[config.mk]
export PLATFORM = sky130hd
export DESIGN_NAME = serial_subtractor
export DESIGN_NICKNAME = d
export VERILOG_FILES = /design/src/rtl/serial_subtractor.sv
export SDC_FILE = /design/constraint.sdc
export NUM_CORES = 1
export LEC_CHECK = 0
export CAP_MARGIN = 20
export CORE_UTILIZATION = 53
export DETAILED_ROUTE_END_ITERATION = 8
export GPL_TIMING_DRIVEN = 1
export PLACE_DENSITY = 0.89
export SLEW_MARGIN = 0
export SYNTH_ARGS = -nofsm -noshare
export SYNTH_HDL_FRONTEND = slang
export SYNTH_SLANG_ARGS = --single-unit
[constraint.sdc]
create_clock -name clk -period 2.8 [get_ports clk]
set_input_delay 0.42 -clock clk [delete_from_list [all_inputs] [get_ports clk]]
set_output_delay 0.42 -clock clk [all_outputs]
set_load 0.02 [all_outputs]
[src/rtl/serial_subtractor.sv]
// Bit-serial subtractor: computes a - b - bIn one bit per clock, LSB first,
// with a start/done handshake and registered diff/bOut.
module serial_subtractor #(
  parameter int unsigned WIDTH = 4
) (
  input  logic             clk,
  input  logic             rst,
  input  logic             start,
  input  logic [WIDTH-1:0] a,
  input  logic [WIDTH-1:0] b,
  input  logic             bIn,
  output logic [WIDTH-1:0] diff,
  output logic             bOut,
  output logic             busy,
  output logic             done
);

  localparam int unsigned CntW = $clog2(WIDTH + 1);
  localparam logic [CntW-1:0] LastBit = CntW'(WIDTH - 1);

  typedef enum logic [1:0] {StIdle, StShift, StDone} state_e;

  state_e state_q, state_d;

  logic [WIDTH-1:0] aSr_q, aSr_d;
  logic [WIDTH-1:0] bSr_q, bSr_d;
  // Holds the WIDTH-1 bits already produced; the final bit joins them on the last edge.
  logic [WIDTH-2:0] res_q, res_d;
  logic [CntW-1:0]  cnt_q, cnt_d;
  logic             br_q, br_d;
  logic [WIDTH-1:0] diff_q, diff_d;
  logic             bOut_q, bOut_d;

  logic             accept;
  logic             lastBit;
  logic             dBit;
  logic             brNext;
  logic [WIDTH-1:0] resFull;

  assign accept  = start && ((state_q == StIdle) || (state_q == StDone));
  assign lastBit = (cnt_q == LastBit);
  assign dBit    = aSr_q[0] ^ bSr_q[0] ^ br_q;
  assign brNext  = (~aSr_q[0] & bSr_q[0]) | (~(aSr_q[0] ^ bSr_q[0]) & br_q);
  assign resFull = {dBit, res_q};

  // State register
  always_ff @(posedge clk or posedge rst) begin
    if (rst) begin
      state_q <= StIdle;
    end else begin
      state_q <= state_d;
    end
  end

  // Next-state logic
  always_comb begin
    state_d = state_q;
    unique case (state_q)
      StIdle:  state_d = start ? StShift : StIdle;
      StShift: state_d = lastBit ? StDone : StShift;
      StDone:  state_d = start ? StShift : StIdle;
      default: state_d = StIdle;
    endcase
  end

  // Outputs
  always_comb begin
    busy = (state_q == StShift);
    done = (state_q == StDone);
    diff = diff_q;
    bOut = bOut_q;
  end

  // Datapath next-state
  always_comb begin
    aSr_d  = aSr_q;
    bSr_d  = bSr_q;
    res_d  = res_q;
    cnt_d  = cnt_q;
    br_d   = br_q;
    diff_d = diff_q;
    bOut_d = bOut_q;
    if (accept) begin
      aSr_d = a;
      bSr_d = b;
      br_d  = bIn;
      res_d = '0;
      cnt_d = '0;
    end else if (state_q == StShift) begin
      aSr_d = aSr_q >> 1;
      bSr_d = bSr_q >> 1;
      br_d  = brNext;
      res_d = resFull[WIDTH-1:1];
      cnt_d = cnt_q + CntW'(1);
      if (lastBit) begin
        diff_d = resFull;
        bOut_d = brNext;
      end
    end
  end

  always_ff @(posedge clk or posedge rst) begin
    if (rst) begin
      aSr_q  <= '0;
      bSr_q  <= '0;
      res_q  <= '0;
      cnt_q  <= '0;
      br_q   <= 1'b0;
      diff_q <= '0;
      bOut_q <= 1'b0;
    end else begin
      aSr_q  <= aSr_d;
      bSr_q  <= bSr_d;
      res_q  <= res_d;
      cnt_q  <= cnt_d;
      br_q   <= br_d;
      diff_q <= diff_d;
      bOut_q <= bOut_d;
    end
  end

endmodule

# Yosys cells after proc, flatten, opt, wreduce, memory -nomap -nowiden
# Cells that the tools add are included.
classes:
  bitwise: 8
  shifts: 0
  n_mux: 13
  div_mod_pow: 0
  multipliers: 0
  n_reduce_logical: 6
  n_lt_le_gt_ge: 0
  eq_ne: 3
  addsub: 1
op_table:
  columns: ["cell", "n"]
  rows:
  - ["2-to-1 mux 4 bit", 4]
  - ["2-to-1 mux 3 bit", 4]
  - ["case mux 2 bit (2 select lines)", 1]
  - ["adder 3 x 1 -> 3 bit (second input constant)", 1]
  - ["== test 3 x 2 -> 1 bit (second input constant)", 1]
  - ["2-to-1 mux 1 bit", 3]
  - ["NOT 1 bit", 3]
  - ["AND reduction 3 bit", 1]
  - ["AND 1 bit", 2]
  - ["== test 2 x 1 -> 1 bit (second input constant)", 1]
  - ["== test 2 bit (second input constant)", 1]
  - ["zero test 2 bit", 1]
  - ["2-to-1 mux 2 bit", 1]
  - ["nonzero test 2 bit", 1]
  - ["OR reduction 2 bit", 1]
  - ["XOR 1 bit", 2]
  - ["logical AND 1 bit", 1]
  - ["logical OR 1 bit", 1]
  - ["bitwise OR 1 bit", 1]
word_totals:
  ramBits: 0
  mem_count: 0
  word_cells: 39
  reg_bits: 22
  input_bits: 12
  romBits: 0
  output_inout_bits: 7
  latchBits: 0

# Logic depth before layout (Yosys ltp)
logic_depth:
  word_depth: 6
  depth_mapped: 5
  ltp_nobuf: 5

# Least setup slack after synthesis
# OpenSTA, ideal clock, no wires.
synth_timing:
  kind: "flip-flop to flip-flop"
  from: "reg cnt_q[0]"
  to: "reg diff_q[0], in the netlist diff[0]"
  slack_ps: 1425
  setup_time_ps: 125
  arrival_ps: 1250
  period_less_slack_ps: 1375
  required_time_ps: 2675
  path_buffers: 0
  stages_incl_launch_ff: 5
  cell_sequence: "dfrtp_1 -> ha_1 -> ha_1 -> nand3b_2 -> mux2_2"
synth_between:
  elab_chain_len: 2
synth_lines:
  columns: ["item", "line", "text"]
  rows:
  - ["from (decl)", "29", "logic [CntW-1:0] cnt_q, cnt_d;"]
  - ["from (signal assigned)", "115", "cnt_q <= cnt_d;"]
  - ["== test 3 x 2 -> 1 bit", "41", "assign lastBit = (cnt_q == LastBit);"]
  - ["AND reduction 3 bit (no line)", null, null]
  - ["to (signal assigned)", "117", "diff_q <= diff_d;"]
  - ["to (decl)", "31", "logic [WIDTH-1:0] diff_q, diff_d;"]
# No other way between the ends.
# A chain may end at the register's enable or synchronous reset.

# Worst setup path in the final report
layout_timing:
  from: "reg state_q[0]"
  to: "out busy"
layout_between:
  elab_chain_len: 1
layout_lines:
  columns: ["item", "line", "text"]
  rows:
  - ["from (decl)", "23", "state_e state_q, state_d;"]
  - ["from (signal assigned)", "49", "state_q <= StIdle;"]
  - ["from (signal assigned)", "51", "state_q <= state_d;"]
  - ["== test 2 x 1 -> 1 bit", "68", "busy = (state_q == StShift);"]
  - ["to (decl)", "14", "output logic busy,"]
# No other way between the ends.

==> results.py <==
metrics = {
    "global_routing": {
        "grt_pass1_vias": 617,
        "grt_overflow": 0,
        "grtUsageTotal": 0.184,
        "grt_pass1_wl_um": 2620,
        "grt_max_degree": 23,
        "antenna_found_initial": 0,
    },
    "placed_design": {
        "place_congestion": 0.731,
        "dp_hpwl_um": 1180,
        "io_buffers": 18,
        "place_inst": 118,
    },
    "clocking": {
        "cts_tree": "built",
        "cts_inserted_buffers": 3,
        "clk_pin_slew_ns": 0.12,
        "clockBufferDepth": 2,
        "clock_latency_ns": 0.30,
        "cts-resized-gates": 0,
        "ctsHoldBuffers": 0,
        "cts_root_buffer": "clkbuf_4",
        "htreeDepth": 1,
        "post_cts_buffers": 0,
        "clock_sinks": 22,
    },
    "layout": {
        "diodes": 0,
        "finish.net_count": 113,
        "finalNonFillerCells": 122,
        "layout-drive-gt1-share": 0.155,
        "synthToLayoutAreaGrowth_pct": 20.4,
    },
    "timing": {
        "worst_slew_margin_rel": 0.471,
        "maxSlewViolCount": 0,
        "finalSetupTns_ns": 0,
        "period_needed_ns": 2.34,
        "fin_skew_ns": 0.00500,
        "tightest_slew_ns": 0.792,
        "setup-violations-final": 0,
        "max_freq_mhz": 427,
        "period_share": 0.836,
        "rsz0062_at_grt": "no",
        "hold_viol_final": 0,
    },
    "setup_path": {
        "cp_max_fo": 10,
        "crit_type": "reg -> out",
        "slowest_delay_ns": 0.61,
        "slowest_stage": "clkdlybuf4s50_1",
        "cp-start-kind": "flop",
        "path_cells": "nand2b_1 > inv_2 > clkdlybuf4s50_1",
        "critPathBufInv": 2,
        "required_ns": 2.38,
        "cp-end-kind": "primary output",
        "worstPathArrival_ns": 1.92,
        "crit_family": "buffers and inverters",
    },
    "yosys": {
        "ys_warn_count": 0,
        "seq_area_frac_synth": 0.557,
        "synth_common_cells": "22 x dfrtp_1, 10 x inv_1, 7 x a22o_1",
        "async_flop_share": 1.00,
        "synth.most_common_cell": "dfrtp_1",
        "avgSynthCellArea_sq_um": 12.4,
        "syn_area_sq_um": 988,
        "ys_top_cells_by_area": "dfrtp_1 56%, mux2_2 6.8%, a22o_1 6.2%",
        "synthFlopType": "dfrtp_1",
        "synth_edf_count": 0,
        "syn_nets": 95,
        "synth_area_leader_cell": "dfrtp_1",
        "synth.distinct_cells": 24,
        "synth_top_area_share": 0.557,
        "synth-seq-cells": 22,
        "synthesis.instances": 80,
    },
    "drt": {
        "drt_wl_total_um": 1550,
        "ant_nets": 0,
        "post_drt_via_cell_ratio": 5.23,
        "drtIter0Drc": 2,
        "num_vias": 638,
        "drcViolationCount": 0,
        "drt-pass1-iter-count": 2,
        "wl_per_cell_um": 12.7,
    },
    "floorplanning": {
        "coreArea_sq_um": 1750,
        "die_w_um": 45.2,
        "die_area_sq_um": 2040,
        "initial_core_util": 0.566,
        "ioPinCount": 19,
        "rows": 15,
        "dieHeight_um": 45.2,
    },
    "run_status": {
        "status": "finished clean",
    },
    "pwr": {
        "ir_drop_v": 0.000715,
        "power.density_nw_per_um2": 1110,
        "leakage_nw": 0.561,
    },
    "flow_run": {
        "cap_violations": 0,
    },
    "hold_path": {
        "hp-class": "reg -> reg",
    },
}
==> cell usage in the layout, fill, tap and decap left out, types with 2 or more instances in the layout <==
cell / Yosys / final
dfrtp_1: 22 / 22
clkdlybuf4s50_1: 0 / 18
o21ai_0: 2 / 2
mux2_2: 6 / 6
a21oi_1: 6 / 6
clkbuf_4: 0 / 3
ha_1: 2 / 2
inv_1: 10 / 10
o22ai_1: 6 / 6
nand2b_1: 2 / 2
a22o_1: 7 / 7
==> area by class of cell <==
type | instances | area (sq um)
clock buffers | 4 | 36.3
fillers | 144 | 556
inverters | 11 | 41.3
multi-input cells | 42 | 350
flip-flops and latches | 22 | 551
well taps | 25 | 31.3
repair buffers | 18 | 180
==> where the power goes <==
part,switching [mW],internal (mW),total (mW)
registers,0.103,0.461,0.564
clock network,0.0918,0.0794,0.171
logic,0.278,0.302,0.580
==> sequential cells by signal, indices dropped and copies added (netlist names) <==
register and count:
aSr_q 4, bSr_q 4, bOut 1, res_q 3, br_q 1, cnt_q 3
state_q 2, diff 4
==> cells by family after synthesis <==
| kind of cell | Yosys count | synth area share |
|---|---|---|
| compound gates | 24 | 0.172 |
| buf+inv | 16 | 0.0886 |
| xor+xnor | 1 | 0.00886 |
| mux | 6 | 0.0683 |
| simple gates | 8 | 0.0595 |
| flops | 22 | 0.557 |
| fa+ha+maj | 3 | 0.0456 |
==> final timing paths <==
check | startpoint | to | slack, ns | depth (start not counted)
min reg2reg | bOut$_DFFE_PP0P_ | bOut$_DFFE_PP0P_ | 0.49 | 2
max in group asynchronous | rst | br_q$_DFFE_PP0P_ | 1.76 | 2
max reg2reg | cnt_q[0]$_DFFE_PP0P_ | diff[1]$_DFFE_PP0P_ | 1.28 | 4
min in group asynchronous | rst | cnt_q[0]$_DFFE_PP0P_ | 0.55 | 2
min | bOut$_DFFE_PP0P_ | bOut$_DFFE_PP0P_ | 0.49 | 2
max | state_q[0]$_DFF_PP0_ | busy | 0.46 | 3
==> layer usage <==
layer,GRT usage,up-vias,share of wire
li1,-,309,-
met1,0.217,308,0.44
met2,0.328,19,0.51
met3,0.0360,2,0.033
met4,0.0727,0,0.012
met5,0,-,0
==> through the flow <==
stage / utilization / setup WS [ns] / power [mW] / hold slack, ns / instance area (sq um)
after floorplan: - / 1.43 / 1.02 / 0.409 / 988
after global placement: 0.661 / 0.852 / 1.13 / 0.464 / 1150
after detailed placement: 0.661 / 0.812 / 1.16 / 0.471 / 1150
after CTS: 0.682 / 0.443 / 1.33 / 0.497 / 1190
after global routing: 0.682 / 0.364 / 1.42 / 0.543 / 1190
final: 0.682 / 0.459 / 1.32 / 0.490 / 1190
==> tightest hold or removal path: cells and delay by family (launching register included) <==
family / cells / cell delay (ns)
AO/OA/AOI/OAI: 1 / 0.06
AND/OR/NAND/NOR: 1 / 0.05
flip-flops: 1 / 0.36
Note: power is estimated with default switching activity, not from simulation.
